[src/rtl/riscv_ifq.sv]
// Instruction fetch queue between IFU and IDU: in-order {addr, instr} buffer with
// valid/ready on both sides, optional empty-queue bypass and single-cycle flush.

module riscv_ifq_chk #(
  parameter int DEPTH = 4,
  parameter int CW    = 3
) (
  input logic          clock,
  input logic          reset,
  input logic [CW-1:0] count,
  input logic          push,
  input logic          pop,
  input logic          idu_vld
);

  // Structural invariants of the queue, checked on every active edge.
  always @(posedge clock) begin
    if (!reset) begin
      assert (count <= CW'(DEPTH)) else $error("ifq count above depth");
      assert (!(push && (count == CW'(DEPTH)))) else $error("ifq enqueue while full");
      assert (!(pop && !idu_vld)) else $error("ifq dequeue without valid");
    end
  end

endmodule

module riscv_ifq #(
  parameter int DEPTH  = 4,
  parameter int XLEN   = 32,
  parameter int ILEN   = 32,
  parameter int BYPASS = 0,
  parameter int AFULL  = DEPTH - 1
) (
  input  logic                       clock,
  input  logic                       reset,
  input  logic                       flush,
  input  logic                       ifu_vld,
  output logic                       ifu_rdy,
  input  logic [XLEN-1:0]            ifu_addr,
  input  logic [ILEN-1:0]            ifu_data,
  output logic                       idu_vld,
  input  logic                       idu_rdy,
  output logic [XLEN-1:0]            idu_addr,
  output logic [ILEN-1:0]            idu_data,
  output logic [$clog2(DEPTH+1)-1:0] count,
  output logic                       empty,
  output logic                       almost_full
);

  localparam int CW = $clog2(DEPTH + 1);
  localparam int PW = $clog2(DEPTH);

  logic [PW-1:0]   wr_ptr_q, wr_ptr_d;
  logic [PW-1:0]   rd_ptr_q, rd_ptr_d;
  logic [CW-1:0]   count_q, count_d;
  logic [XLEN-1:0] addr_mem_q [DEPTH];
  logic [ILEN-1:0] data_mem_q [DEPTH];

  logic live_s, stored_s, byp_s, enq_s, pop_s;

  function automatic logic [PW-1:0] ptr_inc(input logic [PW-1:0] p);
    if (p == PW'(DEPTH - 1)) begin
      ptr_inc = '0;
    end else begin
      ptr_inc = p + PW'(1);
    end
  endfunction

  // Handshake and head-of-queue outputs; a bypassed beat is never stored when taken.
  always_comb begin
    live_s      = ~reset & ~flush;
    stored_s    = (count_q != CW'(0));
    ifu_rdy     = live_s & (count_q < CW'(DEPTH));
    byp_s       = (BYPASS != 0) & live_s & ~stored_s & ifu_vld;
    idu_vld     = (live_s & stored_s) | byp_s;
    idu_addr    = '0;
    idu_data    = '0;
    if (byp_s) begin
      idu_addr = ifu_addr;
      idu_data = ifu_data;
    end else if (live_s & stored_s) begin
      idu_addr = addr_mem_q[rd_ptr_q];
      idu_data = data_mem_q[rd_ptr_q];
    end else begin
      idu_addr = '0;
      idu_data = '0;
    end
    pop_s       = idu_vld & idu_rdy & ~byp_s;
    enq_s       = ifu_vld & ifu_rdy & ~(byp_s & idu_rdy);
    count       = count_q;
    empty       = reset | ~stored_s;
    almost_full = ~reset & (count_q >= CW'(AFULL));
  end

  // Pointer and occupancy next-state.
  always_comb begin
    wr_ptr_d = wr_ptr_q;
    rd_ptr_d = rd_ptr_q;
    count_d  = count_q;
    if (reset | flush) begin
      wr_ptr_d = '0;
      rd_ptr_d = '0;
      count_d  = '0;
    end else begin
      if (enq_s) begin
        wr_ptr_d = ptr_inc(wr_ptr_q);
      end else begin
        wr_ptr_d = wr_ptr_q;
      end
      if (pop_s) begin
        rd_ptr_d = ptr_inc(rd_ptr_q);
      end else begin
        rd_ptr_d = rd_ptr_q;
      end
      case ({enq_s, pop_s})
        2'b10:   count_d = count_q + CW'(1);
        2'b01:   count_d = count_q - CW'(1);
        default: count_d = count_q;
      endcase
    end
  end

  always_ff @(posedge clock) begin
    if (reset) begin
      wr_ptr_q <= '0;
      rd_ptr_q <= '0;
      count_q  <= '0;
    end else begin
      wr_ptr_q <= wr_ptr_d;
      rd_ptr_q <= rd_ptr_d;
      count_q  <= count_d;
    end
  end

  // Entry storage carries no reset; only occupied slots are ever presented.
  always_ff @(posedge clock) begin
    if (enq_s) begin
      addr_mem_q[wr_ptr_q] <= ifu_addr;
      data_mem_q[wr_ptr_q] <= ifu_data;
    end
  end

  riscv_ifq_chk #(.DEPTH(DEPTH), .CW(CW)) u_chk (
    .clock   (clock),
    .reset   (reset),
    .count   (count_q),
    .push    (enq_s),
    .pop     (pop_s),
    .idu_vld (idu_vld)
  );

endmodule

[config.mk]
export PLATFORM = sky130hd
export DESIGN_NAME = riscv_ifq
export DESIGN_NICKNAME = d
export VERILOG_FILES = /design/src/rtl/riscv_ifq.sv
export SDC_FILE = /design/constraint.sdc
export NUM_CORES = 1
export LEC_CHECK = 0
export BUFFER_PORTS_ARGS = -buffer_cell sky130_fd_sc_hd__buf_2
export CAP_MARGIN = 40
export CORE_MARGIN = 2
export CORE_UTILIZATION = 61
export CTS_BUF_LIST = sky130_fd_sc_hd__clkbuf_16
export DETAILED_ROUTE_END_ITERATION = 6
export PLACE_DENSITY = 0.84
export SLEW_MARGIN = 10
export SYNTH_ARGS = -nofsm -noshare
export SYNTH_HDL_FRONTEND = slang
export SYNTH_SLANG_ARGS = --single-unit
[constraint.sdc]
create_clock -name clock -period 7.3 [get_ports clock]
set_input_delay 1.825 -clock clock [delete_from_list [all_inputs] [get_ports clock]]
set_output_delay 1.825 -clock clock [all_outputs]
set_load 0.03 [all_outputs]
==> reports/qor.csv <==
stage,metric,value,unit
run_status,status,"finished, final reports clean",
logic_synthesis,Synth cell types,28,
sta,period utilization,68.2,%
sta,final hold violations,0,
sta,clk_skew,0.00735,ns
cells_and_area,Area Growth Syn to Fin,16.5,%
setup_path,Top delay family on crit path,buffers and inverters,
cts,CTS sink cnt,265,
sta,FMAX,201,MHz
logic_synthesis,synthesized instance count,472,
logic_synthesis,cell taking the most area after synthesis,edfxtp_1,
detailed_routing,total number of vias,5099,
setup_path,Worst EP arrival,3.15,ns
setup_path,Buf/Inv on CP,3,
sta,"Slew Viols, Final",0,
cells_and_area,"Cell Count, Final, Fillers Out",857,
logic_synthesis,"Async S/R FF share, synth",0,%
floorplan,Core Region,16500,um2
cts,root buf cell,clkbuf_16,
floorplan,Die X,134,um
detailed_routing,final wirelength,19000,um
cells_and_area,Filler cells,989,
detailed_routing,"antenna viol nets, final",0,
global_routing,Total GRT Usage,21.6,%
setup_path,Reg2Reg Depth,9,
logic_synthesis,Synth Register Bits,265,
floorplan,Starting Density,62.2,%
setup_path,crit start category,input port,
cts,setup bufs post-CTS,0,
cts,CTS H-tree depth,1,
power,VDD IR max,0.000217,V
setup_path,CP max-delay cell,buf_4,
detailed_routing,Remaining DRCs,0,
logic_synthesis,"count leader, synth",edfxtp_1,
logic_synthesis,number of synthesized flops with an enable pin,256,
cts,CTS tree,built,
setup_path,R2R Path End,count[2],
sta,"Setup violations, final",0,
floorplan,Cell Rows,47,
power,Leak,0.00438,uW
setup_path,CP dominant cell by count,buf_2,
global_routing,largest net degree at the start of global routing,68,
sta,"Min Clock Period, post-route",4.98,ns
setup_path,Crit path largest cell delay,0.53,ns
placement,final RePlAce weighted congestion,0.720,
floorplan,chip height,134,um
detailed_routing,DR iter-0 viols,284,
detailed_routing,drt via density,5.95,
floorplan,Die Area,17900,um2
cts,CTS max path bufs,3,
global_routing,global-route wire length before repair,29300,um
power,Overall Power,2980,uW
setup_path,worst path cell trace,buf_2 > nor2_4 > buf_4 > and3_1 > buf_2,
detailed_routing,Pre-Repair DR Iteration Count,4,
logic_synthesis,Ys Warns,0,
cells_and_area,layout cells sized above 1,38.7,%
setup_path,type of destination of the critical path,output pin,
setup_path,crit-path max FO,67,
setup_path,crit path kind,input port to output pin,
placement,placed cell count,810,
cts,worst skew pair latency,0.51,ns
global_routing,antenna violations before repair,1,
logic_synthesis,Syn Nets,548,
detailed_routing,Routed wire per std cell,22.1,um
setup_path,reg2reg start,count[2],
logic_synthesis,"top cells by area, synth","edfxtp_1 (75%), mux4_2 (13%), and3_1 (3.9%)",
cells_and_area,Final #Nets,694,
sta,Setup TNS,0,ns
flow_run,max cap viols,0,
cts,hold_buf cts,0,
placement,DP HPWL,11100,um
logic_synthesis,Post-Syn Area per Cell,21.8,um2
logic_synthesis,Synth top area share,74.8,%
hold_path,Hold WC Path Type,register to register,
cts,Worst-path clk slew,0.06,ns
logic_synthesis,most frequent cells after synthesis,"edfxtp_1 (256), and3_1 (64), mux4_2 (60), clkbuf_1 (14)",
hold_path,hold wc startpoint,rd_ptr_q[1],
sta,Worst Tran Pin Value,0.875,ns
power,PwrDens,249,nW/um2
cts,total CTS buffers,26,
cts,post_cts resized,0,
placement,PortBufs,139,
sta,RSZ-0062 raised after global routing,false,
global_routing,GRT overflow,0,
setup_path,Critical Path RT,5.48,ns
logic_synthesis,"Seq/Total Area, Yosys",76.6,%
logic_synthesis,synthesized area,10300,um2
setup_path,R2R Setup Slk,4.74,ns
sta,Relative slew margins,41.5,%
hold_path,Hold Path Cell Cnt,2,
floorplan,number of top-level pins,140,
logic_synthesis,"Top FF cell, synth",edfxtp_1,
setup_path,Critical Path Start,flush,
global_routing,vias in the first global route,5360,
==> state kept, by name (all words and copies together) (netlist names), named ones only <==
name	count
data_mem_q	128
rd_ptr_q	2
count	3
wr_ptr_q	2
addr_mem_q	128
==> report_power, final <==
group,internal (uW),total (uW),switching [uW]
clock network,696,1200,506
registers,1680,1690,5.16
logic,32.6,83.9,51.4
==> cells by family (layout without fill, tap and decap cells) <==
| kind of cell | count (synthesis) | in the layout | synth area share (%) |
|---|---|---|---|
| adder cells (fa/ha/maj) | 7 | 7 | 0.925 |
| XOR/XNOR | 2 | 2 | 0.170 |
| flip-flops | 265 | 265 | 76.6 |
| AO/OA/AOI/OAI | 10 | 10 | 0.609 |
| AND/OR/NAND/NOR | 86 | 86 | 5.05 |
| buffers and inverters | 38 | 202 | 2.51 |
| other | 0 | 1 | 0 |
| multiplexers | 64 | 64 | 14.2 |
==> worst min-delay path, cell delays in order, from the launching register on <==
cell and delay, ns:
dfxtp_1 0.32, o211ai_1 0.08, o31ai_1 0.08
==> layer usage <==
metal / vias up / GRT usage, % / wire (um)
met5: - / 0 / 13
li1: 2244 / - / -
met2: 187 / 36.7 / 9630
met1: 2636 / 28.9 / 7650
met3: 30 / 4.95 / 1310
met4: 2 / 5.56 / 366
==> cell usage in the layout (no fill, tap or decap), types with 2 or more instances in the layout <==
master	netlist	layout
a21oi_1	3	3
and2_4	0	4
and3_1	64	64
buf_12	6	5
buf_2	6	139
buf_4	0	2
clkbuf_16	0	27
clkinv_1	0	6
dfxtp_1	9	7
dfxtp_4	0	2
edfxtp_1	256	256
ha_1	6	6
inv_1	9	19
mux4_1	4	4
mux4_2	60	60
nand2_1	3	3
nor2_1	8	7
o211ai_1	2	2
o31ai_1	3	3
xor2_1	2	2
==> cell type report <==
type	instances	area (um2)	area share, %
sequential	265	7880	65.8
multi-input combinational	169	2170	18.1
timing repair buffer	147	838	7.00
clock buffer	27	676	5.64
tap	220	275	2.30
clock inverter	19	103	0.857
inverter	9	33.8	0.282
antenna	1	2.50	0.0209
==> how the worst max path moves through the flow <==
stage                   endpoint  slack, ns  cells after the start
floorplan           idu_addr[24]       2.68                      4
global placement    idu_data[17]       2.42                      5
detailed placement  idu_data[17]       2.35                      5
CTS                 idu_data[17]       2.34                      5
global route        idu_addr[21]       2.25                      4
finish              idu_data[17]       2.32                      5
==> stage by stage <==
step | hold WS [ns] | setup WS [ns] | instance area, um2 | utilization (%)
3_3_place_gp | 0.462 | 2.42 | 11100 | 67.0
2_1_floorplan | 0.454 | 2.68 | 10300 | -
4_1_cts | 0.524 | 2.34 | 12000 | 72.4
6_report | 0.526 | 2.32 | 12000 | 72.5
5_1_grt | 0.564 | 2.25 | 12000 | 72.4
3_5_place_dp | 0.496 | 2.35 | 11200 | 67.7
Power figures use the tool's default switching activity.
